$ cat src/rtl/hazard_scoreboard.sv
// rtl/hazard_scoreboard.sv - per-register RAW/WAW hazard scoreboard with ID stall, flush pass-through and stall counter
module hazard_scoreboard #(
    parameter int REG_NUM = 32,
    parameter int REG_AW  = 5,
    parameter int CNT_W   = 4,
    parameter int PERF_W  = 32
) (
    input  logic                clk,
    input  logic                rstn,
    input  logic                id_valid,
    input  logic [REG_AW-1:0]   id_rs1,
    input  logic [REG_AW-1:0]   id_rs2,
    input  logic                id_rs1_used,
    input  logic                id_rs2_used,
    input  logic [REG_AW-1:0]   id_rd,
    input  logic                id_rd_wen,
    input  logic [CNT_W-1:0]    id_lat,
    input  logic                id_var,
    input  logic                wb_valid,
    input  logic [REG_AW-1:0]   wb_rd,
    input  logic                br_ctrl,
    output logic                stall,
    output logic                flush,
    output logic [REG_NUM-1:0]  busy_vec,
    output logic [PERF_W-1:0]   stall_cnt
);

    logic [REG_NUM-1:0] r_busy;
    logic [REG_NUM-1:0] r_var;
    logic [CNT_W-1:0]   r_cnt [REG_NUM];
    logic [PERF_W-1:0]  r_stall_cnt;

    logic [REG_NUM-1:0] w_hit;
    logic               w_raw;
    logic               w_waw;
    logic               w_issue;
    logic               w_set;

    // A variable-latency result completing this cycle is bypassed, so it no longer blocks.
    always_comb begin
        w_hit = '0;
        for (int i = 0; i < REG_NUM; i++) begin
            w_hit[i] = r_busy[i] & ~(wb_valid & r_var[i] & (wb_rd == REG_AW'(i)));
        end
    end

    assign w_raw   = (id_rs1_used & w_hit[id_rs1]) | (id_rs2_used & w_hit[id_rs2]);
    assign w_waw   = id_rd_wen & (id_rd != '0) & w_hit[id_rd];
    assign stall   = id_valid & ~br_ctrl & (w_raw | w_waw);
    assign flush   = br_ctrl;
    assign w_issue = id_valid & ~stall & ~br_ctrl;
    assign w_set   = w_issue & id_rd_wen & (id_rd != '0) & (id_var | (id_lat != '0));

    // A new issue to a register overrides any completion landing on the same edge.
    always_ff @(posedge clk or negedge rstn) begin
        if (!rstn) begin
            r_busy <= '0;
            r_var  <= '0;
            for (int i = 0; i < REG_NUM; i++) begin
                r_cnt[i] <= '0;
            end
        end else begin
            for (int i = 0; i < REG_NUM; i++) begin
                if (w_set && (id_rd == REG_AW'(i))) begin
                    r_busy[i] <= 1'b1;
                    r_var[i]  <= id_var;
                    r_cnt[i]  <= id_var ? '0 : id_lat;
                end else if (r_busy[i] && !r_var[i]) begin
                    if (r_cnt[i] > CNT_W'(1)) begin
                        r_cnt[i] <= r_cnt[i] - CNT_W'(1);
                    end else begin
                        r_busy[i] <= 1'b0;
                        r_cnt[i]  <= '0;
                    end
                end else if (r_busy[i] && wb_valid && (wb_rd == REG_AW'(i))) begin
                    r_busy[i] <= 1'b0;
                    r_var[i]  <= 1'b0;
                end
            end
        end
    end

    always_ff @(posedge clk or negedge rstn) begin
        if (!rstn) begin
            r_stall_cnt <= '0;
        end else if (stall && (r_stall_cnt != '1)) begin
            r_stall_cnt <= r_stall_cnt + PERF_W'(1);
        end
    end

    assign busy_vec  = r_busy;
    assign stall_cnt = r_stall_cnt;

endmodule

$ cat config.mk
export PLATFORM = sky130hd
export DESIGN_NAME = hazard_scoreboard
export DESIGN_NICKNAME = d
export VERILOG_FILES = /design/src/rtl/hazard_scoreboard.sv
export SDC_FILE = /design/constraint.sdc
export NUM_CORES = 1
export LEC_CHECK = 0
export BUFFER_PORTS_ARGS = -buffer_cell sky130_fd_sc_hd__buf_4
export CAP_MARGIN = 20
export CORE_MARGIN = 2
export CORE_UTILIZATION = 60
export CTS_BUF_LIST = sky130_fd_sc_hd__clkbuf_2 sky130_fd_sc_hd__clkbuf_4 sky130_fd_sc_hd__clkbuf_8
export DETAILED_ROUTE_END_ITERATION = 10
export PLACE_DENSITY_LB_ADDON = 0.15
export SYNTH_ARGS = -nofsm -noshare
export SYNTH_HDL_FRONTEND = slang
export SYNTH_SLANG_ARGS = --single-unit
$ cat constraint.sdc
create_clock -name clk -period 4.5 [get_ports clk]
set_input_delay 0.9 -clock clk [delete_from_list [all_inputs] [get_ports clk]]
set_output_delay 0.9 -clock clk [all_outputs]
set_load 0.01 [all_outputs]
==> flow_summary.toml, run 1 <==
[clock_tree]
postCtsSetupBuffers = 0
cts_buffer_depth = 3
cts_buffers = 40
tritoncts = "yes"
cts_resized = 0
h-tree-depth = 2
ctsHoldBuffers = 0
numClockSinks = 224
root_buffer = "clkbuf_8"
insertion_delay_ns = 0.55
clk_pin_slew_ns = 0.06

[final_layout]
nets = 1895
final_cell_mix = "dfrtp_1, nor2_1, buf_4"
syn_to_final_growth_pct = 16.59
drive_gt1_frac = 0.1568
regArea_um2 = 5605
n_fill_cell = 1859
multiInputGateArea_um2 = 8154
final_common_cell = "dfrtp_1"
antenna_cells = 0
final_area_um2 = 16910

[status]
outcome = "finished clean"

[worst_setup_path]
r2r_start = "busy_vec[20]$_DFFE_PN0P_"
r2r_cells = 12
worstPathRequired_ns = 3.60
endpoint_kind = "output pin"
path_max_fanout = 11
cp-start-kind = "input port"
arrival_ns = 3.52
worstSetupPathType = "in2out"
reg2reg_setup_slack_ns = 0.94
r2r-end = "r_cnt[85]$_DFFE_PN0P_"

[detailed_routing]
wirelength_um = 48150
drt-wirelength-per-cell_um = 22.47
drt_iter0_drc = 1591
vias = 14149
viasPerCell = 6.602
dr.pass1.iters = 6
antenna_left = 0
drc = 0

[pwr]
peakVddDrop_mv = 0.3127
p_per_area_nw_per_um2 = 357.4
leakagePower_uw = 0.007665

[yosys]
synth_ff_type = "dfrtp_1"
synth_xor_area_frac = 0.02520
synth-seq-cells = 224
yosysWarnings = 0
synth_top_family_by_area = "simple AND/OR/NAND/NOR gates"
synth.area.mux_share = 0.04142
synth_edf_count = 0
syn_area_um2 = 14500
syn_avg_cell_area_um2 = 8.847
ys_types = 78
syn_nets = 1737
async_reset_ff_frac = 1.000
yosys.area_share.simple = 0.2275
synthCells = 1639
synthAdderAreaFrac = 0.05609
synth_compound_gate_area_share = 0.2118
synth-seq-area-share = 0.3866

[sta]
slew_headroom = 0.3944
final-setup-viol-count = 0
post-route-period-util = 0.9816
tightest_slew_ns = 0.8970
min_period_ns = 4.417
hold_viol_final = 0
setup_tns_ns = 0
rsz0062_at_grt = "no"
max_freq_mhz = 226.4
finClkSkew_ns = 0.02823
slew_viol_final = 0

[hold_path]
hold_path_class = "in2async"

[floorplan]
die_h_um = 159.5
io_pins = 99
row_count = 56
die-area_um2 = 25430
start_util = 0.6141
die_x_um = 159.5
core_um2 = 23610

[place]
place_hpwl_um = 35170
portBuffers = 98
placed_area_um2 = 16030
gp_congestion = 1.032

[global_route]
grt_usage = 0.3751
grt-ovfl-total = 0
grt_max_degree = 95
grt_pass1_wl_um = 75370
first_global_vias = 13638
antenna_found_initial = 0

[run]
drv_cap = 0
-- power breakdown --
part	total, uW	switching (uW)	internal (uW)
Combinational	1370	787	579
Clock	2090	879	1210
Sequential	2580	295	2290
Total	6040	1960	4080
-- metal layers --
metal	vias to the layer above	part of all wire	global-route usage
met2	747	0.45	0.5885
met4	0	0.040	0.1537
met5	-	0	0
met3	133	0.094	0.07919
li1	6362	-	-
met1	6907	0.41	0.5093
-- area by class of cell --
class	count	area share
Multi-Input combinational cell	1232	0.4823
Clock inverter	5	0.003256
Inverter	119	0.02642
Timing Repair Buffer	180	0.08407
Sequential cell	224	0.3316
Tap cell	319	0.02361
Clock buffer	64	0.04877
-- metrics by stage --
step,hold WS (ns),std cells,utilization,worst slack [ns],power (uW)
after floorplan,0.4626,1639,-,0.2967,3467
after global placement,0.4809,2074,0.6787,0.1041,3862
after detailed placement,0.4800,2074,0.6787,0.1597,3940
after CTS,0.3916,2143,0.7160,0.1410,6038
after global routing,0.4250,2143,0.7160,0.01209,6338
final,0.3838,2143,0.7160,0.08284,6042
-- registers in the layout (all words and copies together) (netlist names) --
signal	flops
r_cnt	128
stall_cnt	32
busy_vec	32
r_var	32
-- critical path, cell delays in order --
cell and delay, ns:
buf_4 0.15, and4b_4 0.25, a31oi_1 0.35, o22ai_1 0.17, or3_1 0.41, a32o_1 0.25, a2111o_1 0.45, and4_2 0.26
nor2_1 0.16, buf_4 0.15
-- worst max path at each step --
stage / startpoint / to / slack [ns] / cells past startpoint
floorplan: wb_valid / stall / 0.30 / 12
global placement: wb_valid / stall / 0.10 / 10
detailed placement: wb_valid / stall / 0.16 / 10
CTS: wb_valid / stall / 0.14 / 10
global route: wb_valid / stall / 0.01 / 10
finish: wb_valid / stall / 0.08 / 10
-- kinds of logic after synthesis --
group / Yosys count
simple gates: 639
compound gates: 432
flops: 224
buf+inv: 183
fa+ha+maj: 65
mux: 56
xor+xnor: 40
-- synthesized netlist by cell type, drive strengths merged, types with 17 or more instances --
cell | n | area, um2
a21oi | 75 | 375.4
o31ai | 73 | 563.0
inv | 119 | 446.7
a31oi | 19 | 125.1
nand2 | 136 | 510.5
nor4 | 17 | 168.9
mux2i | 42 | 420.4
or2 | 18 | 112.6
o22ai | 19 | 118.9
nor2 | 178 | 673.1
nor3 | 55 | 275.3
xor2 | 25 | 219.0
o211ai | 19 | 142.6
nand3 | 56 | 280.3
buf | 32 | 180.2
nand4 | 35 | 234.0
nor2b | 25 | 156.4
clkbuf | 32 | 120.1
nand3b | 18 | 135.1
nand2b | 41 | 256.5
dfrtp | 224 | 5605
or3 | 18 | 112.6
o221ai | 20 | 175.2
o21ai | 75 | 375.4
ha | 65 | 813.3
a221o | 51 | 510.5
Power figures use the tool's default switching activity.
==> inputs of run 2 (changes only) <==
--- a/config.mk
+++ b/config.mk
@@ -11,7 +11,7 @@
 export CORE_UTILIZATION = 60
 export CTS_BUF_LIST = sky130_fd_sc_hd__clkbuf_2 sky130_fd_sc_hd__clkbuf_4 sky130_fd_sc_hd__clkbuf_8
 export DETAILED_ROUTE_END_ITERATION = 10
-export PLACE_DENSITY_LB_ADDON = 0.15
+export PLACE_DENSITY = 0.79
 export SYNTH_ARGS = -nofsm -noshare
 export SYNTH_HDL_FRONTEND = slang
 export SYNTH_SLANG_ARGS = --single-unit
==> run 2 against run 1 <==
Effect of this change: via count shrank 0.88%; total power shrank 2.6%; register-to-register slack is essentially flat; routed wire length shrank 0.99%; critical path type unchanged.
==> flow_summary.toml, run 2 (synthesized netlist as in run 1, its figures left out) <==
[final_layout]
final_cell_mix = "dfrtp_1, nor2_1, buf_4"
syn_to_final_growth_pct = 15.35
regArea_um2 = 5605
antenna_cells = 0
nets = 1874
drive_gt1_frac = 0.1477
final_common_cell = "dfrtp_1"
regMostFlops = "r_cnt"
n_fill_cell = 1897
largest_register_ffs = 128
multiInputGateArea_um2 = 8168

[pwr]
p_total_uw = 5888
peakVddDrop_mv = 0.3329
p_per_area_nw_per_um2 = 352.0
leakagePower_uw = 0.007555

[clock_tree]
cts_buffer_depth = 3
clk_pin_slew_ns = 0.06
ctsHoldBuffers = 0
cts_buffers = 40
h-tree-depth = 2
insertion_delay_ns = 0.54
root_buffer = "clkbuf_8"
numClockSinks = 224
tritoncts = "yes"

[worst_setup_path]
r2r-end = "r_cnt[81]$_DFFE_PN0P_"
r2r_cells = 11
crit_path_start = "wb_rd[4]"
cp-start-kind = "input port"
crit_end = "stall"
r2r_start = "busy_vec[31]$_DFFE_PN0P_"
path_max_fanout = 11
arrival_ns = 3.40
worstPathRequired_ns = 3.60
reg2reg_setup_slack_ns = 0.94
endpoint_kind = "output pin"
worstSetupPathType = "in2out"

[detailed_routing]
antenna_left = 0
dr.pass1.iters = 6
wirelength_um = 47680
vias = 14024
drt_iter0_drc = 1492
drc = 0
drt-wirelength-per-cell_um = 22.49
viasPerCell = 6.615

[place]
portBuffers = 98
place_hpwl_um = 35170
gp_congestion = 1.017

[sta]
finClkSkew_ns = 0.01387
slew_viol_final = 0
max_freq_mhz = 232.4
tightest_slew_ns = 0.8911
slew_headroom = 0.4037
post-route-period-util = 0.9560
rsz0062_at_grt = "no"
final-setup-viol-count = 0
setup_tns_ns = 0
hold_viol_final = 0
min_period_ns = 4.302

[global_route]
grt_max_degree = 85
first_global_vias = 13643
grt-ovfl-total = 0
antenna_found_initial = 1
grt_usage = 0.3722
grt_pass1_wl_um = 75000

[run]
drv_cap = 0

[status]
outcome = "finished clean"

[floorplan]
die-area_um2 = 25430
row_count = 56
core_um2 = 23610
start_util = 0.6141
io_pins = 99
die_h_um = 159.5
die_x_um = 159.5

[hold_path]
hold_path_class = "in2async"
## run 2: metal layers
metal | GRT usage | vias up | routed length [um]
li1 | - | 6338 | -
met1 | 0.5121 | 6845 | 19960
met2 | 0.5802 | 696 | 21460
met3 | 0.07007 | 145 | 4220
met4 | 0.1574 | 0 | 2034
met5 | 0 | - | 0
## run 2: what timing repair did
action | 4_1_cts | 5_1_grt
gates cloned | 0 | 0
setup endpoints to repair | 1 | 1
buffers inserted | 0 | 0
resized for setup | 1 | 2
## run 2: report_power, final
group          switching [uW]  total, uW  leakage (uW)  internal [uW]
registers                 296       2590       0.00283           2290
logic                     771       1340       0.00430            567
clock network             857       1960      0.000426           1110
total                    1920       5890       0.00756           3960
## run 2: layout make-up
cell class | instances | share of cell area
Timing Repair Buffer | 159 | 0.07780
Multi-Input combinational cell | 1232 | 0.4883
Clock inverter | 6 | 0.003591
Clock buffer | 61 | 0.04458
Tap cell | 319 | 0.02386
Inverter | 119 | 0.02671
Sequential cell | 224 | 0.3351
## run 2: metrics by stage
stage / instance area, um2 / instances / utilization / setup slack (ns) / hold slack [ns]
CTS: 16720 / 2120 / 0.7080 / 0.02075 / 0.3815
finish: 16730 / 2120 / 0.7084 / 0.1979 / 0.3450
detailed placement: 15910 / 2053 / 0.6736 / 0.01145 / 0.4877
global route: 16730 / 2120 / 0.7084 / 0.1096 / 0.3982
global placement: 15910 / 2053 / 0.6736 / 0.04270 / 0.4777
floorplan: 14500 / 1639 / - / 0.2967 / 0.4626
## run 2: worst min-delay path by stage
stage | end | slack (ns)
3_5_place_dp | stall_cnt[6]$_DFFE_PN0P_ | 0.49
2_1_floorplan | r_cnt[125]$_DFFE_PN0N_ | 0.46
3_3_place_gp | stall_cnt[6]$_DFFE_PN0P_ | 0.48
6_report | r_cnt[65]$_DFFE_PN0P_ | 0.35
4_1_cts | r_cnt[65]$_DFFE_PN0P_ | 0.38
5_1_grt | r_cnt[64]$_DFFE_PN0P_ | 0.40
## run 2: critical path: stages
cell,delay [ns]
buf_4,0.15
or4b_1,0.75
o31ai_1,0.42
buf_4,0.19
a22oi_1,0.06
a31oi_1,0.20
o21a_1,0.22
and4_2,0.30
nor2_1,0.08
buf_4,0.15
==> inputs of run 3 (changes only) <==
--- a/config.mk
+++ b/config.mk
@@ -8,10 +8,11 @@
 export BUFFER_PORTS_ARGS = -buffer_cell sky130_fd_sc_hd__buf_4
 export CAP_MARGIN = 20
 export CORE_MARGIN = 2
-export CORE_UTILIZATION = 60
+export CORE_UTILIZATION = 50
 export CTS_BUF_LIST = sky130_fd_sc_hd__clkbuf_2 sky130_fd_sc_hd__clkbuf_4 sky130_fd_sc_hd__clkbuf_8
 export DETAILED_ROUTE_END_ITERATION = 10
-export PLACE_DENSITY = 0.79
+export MAX_ROUTING_LAYER = met4
+export PLACE_DENSITY = 0.68
 export SYNTH_ARGS = -nofsm -noshare
 export SYNTH_HDL_FRONTEND = slang
 export SYNTH_SLANG_ARGS = --single-unit
==> run 3 against run 2 <==
Effect of this change: worst hold slack gained 0.041 ns; clock power is 6% higher; worst setup slack worse by 0.074 ns; via count is 1.1% lower; global-route usage shrank 4.4 points; combinational power hardly changed; first-iteration DRC count decreased by 13%; sequential power hardly changed; total power is 1.9% higher; final area rose by 1.7%; critical path type unchanged; critical endpoint unchanged; largest cell class unchanged; largest power group unchanged.
==> flow_summary.toml, run 3 (synthesized netlist as in run 1, its figures left out) <==
[global_route]
grt_pass1_wl_um = 75500
first_global_vias = 13072
grt_max_degree = 108
grt-ovfl-total = 0
antenna_found_initial = 1
grt_usage = 0.3285

[sta]
whs_ns = 0.3864
finClkSkew_ns = 0.02741
final-setup-viol-count = 0
max_freq_mhz = 228.5
tightest_slew_ns = 0.9232
min_period_ns = 4.376
slew_headroom = 0.3767
rsz0062_at_grt = "no"
post-route-period-util = 0.9725
hold_viol_final = 0
setup_tns_ns = 0
slew_viol_final = 0

[worst_setup_path]
worstSetupPathType = "in2out"
path_max_fanout = 12
worstPathRequired_ns = 3.60
cp-start-kind = "input port"
endpoint_kind = "output pin"
arrival_ns = 3.48

[pwr]
p_int_uw = 4072
clockPowerShare = 0.346
p_per_area_nw_per_um2 = 352.6
p_switching_uw = 1927
leakagePower_uw = 0.007690
seqPwrFrac = 0.430
peakVddDrop_mv = 0.2825
combPwrFrac = 0.224
switching_share = 0.3212

[place]
portBuffers = 98
dp.cells = 2139
gp_congestion = 1.090
place_hpwl_um = 36030
placed_area_um2 = 16120

[floorplan]
die-area_um2 = 30380
die_x_um = 174.3
start_util = 0.5066
io_pins = 99
row_count = 62
core_um2 = 28630
die_h_um = 174.3

[detailed_routing]
vias = 13865
viasPerCell = 6.265
antenna_left = 0
drt-wirelength-per-cell_um = 22.05
drt_iter0_drc = 1294
dr.pass1.iters = 7
wirelength_um = 48800
drc = 0

[final_layout]
final_cells = 2213
final_cell_mix = "dfrtp_1, nor2_1, buf_4"
antenna_cells = 0
nets = 1897
syn_to_final_growth_pct = 17.32
drive_gt1_frac = 0.1597
largest_register_ffs = 128
final_area_um2 = 17010
regMostFlops = "r_cnt"
final_common_cell = "dfrtp_1"

[clock_tree]
tritoncts = "yes"
cts_buffers = 42
numClockSinks = 224
insertion_delay_ns = 0.55
clk_pin_slew_ns = 0.06
h-tree-depth = 2
root_buffer = "clkbuf_8"
cts_buffer_depth = 3

[status]
outcome = "finished clean"

[run]
drv_cap = 0

[hold_path]
hold_path_class = "in2async"
-- run 3: worst max-delay path: stages --
cell	delay (ns)
buf_4	0.16
or2_1	0.50
buf_4	0.24
o31ai_2	0.10
a22oi_1	0.19
nand4_1	0.11
nor3_1	0.46
nor2_1	0.22
and4_2	0.36
nor2_1	0.11
buf_4	0.13
-- run 3: power groups by stage --
stage                     clock network [uW]  logic (uW)  registers (uW)
after CTS                               2110        1340            2570
after global routing                    2200        1510            2620
after detailed placement                   0        1340            2600
after global placement                     0        1300            2590
after floorplan                            0         926            2540
final                                   2080        1340            2580
-- run 3: final timing paths --
path                                            from                         to  slack (ns)  depth (start not counted)
min                                             rstn      r_cnt[98]$_DFFE_PN0P_        0.39                          1
min reg2reg                stall_cnt[26]$_DFFE_PN0P_  stall_cnt[26]$_DFFE_PN0P_        0.49                          1
max reg2reg                 busy_vec[23]$_DFFE_PN0P_      r_cnt[81]$_DFFE_PN0P_        0.89                         13
max                                         wb_rd[1]                      stall        0.12                         11
min in group clk           stall_cnt[26]$_DFFE_PN0P_  stall_cnt[26]$_DFFE_PN0P_        0.49                          1
max in group asynchronous                       rstn      r_cnt[27]$_DFFE_PN0P_        3.19                          2
-- run 3: metal layers --
metal | vias up | routed length, um | global-route usage
met4 | 0 | 1880 | 0.1268
met2 | 537 | 21940 | 0.4934
li1 | 6385 | - | -
met1 | 6821 | 21480 | 0.4517
met3 | 122 | 3502 | 0.04593
met5 | - | 0 | -
-- run 3: area by class of cell --
class | count | area, um2
inverter | 119 | 446.7
clock buffer | 71 | 870.8
clock inverter | 3 | 15.01
timing repair buffer | 180 | 1434
fill | 2573 | 11610
sequential | 224 | 5605
multi-input combinational | 1232 | 8159
tap | 384 | 480.5
-- run 3: what timing repair did --
item / CTS / global route
resized for setup: 0 / 1
hold buffers: 0 / 0
buffers inserted: 0 / 0
endpoints found under the hold margin: 0 / 0
endpoints found under the setup margin: 0 / 1
-- run 3: per-stage QoR --
step | utilization | power (uW) | setup WS, ns
finish | 0.5943 | 5999 | 0.1236
global route | 0.5943 | 6325 | 0.02305
CTS | 0.5941 | 6021 | 0.1230
detailed placement | 0.5632 | 3936 | 0.1153
global placement | 0.5632 | 3887 | 0.1485
floorplan | - | 3467 | 0.2967
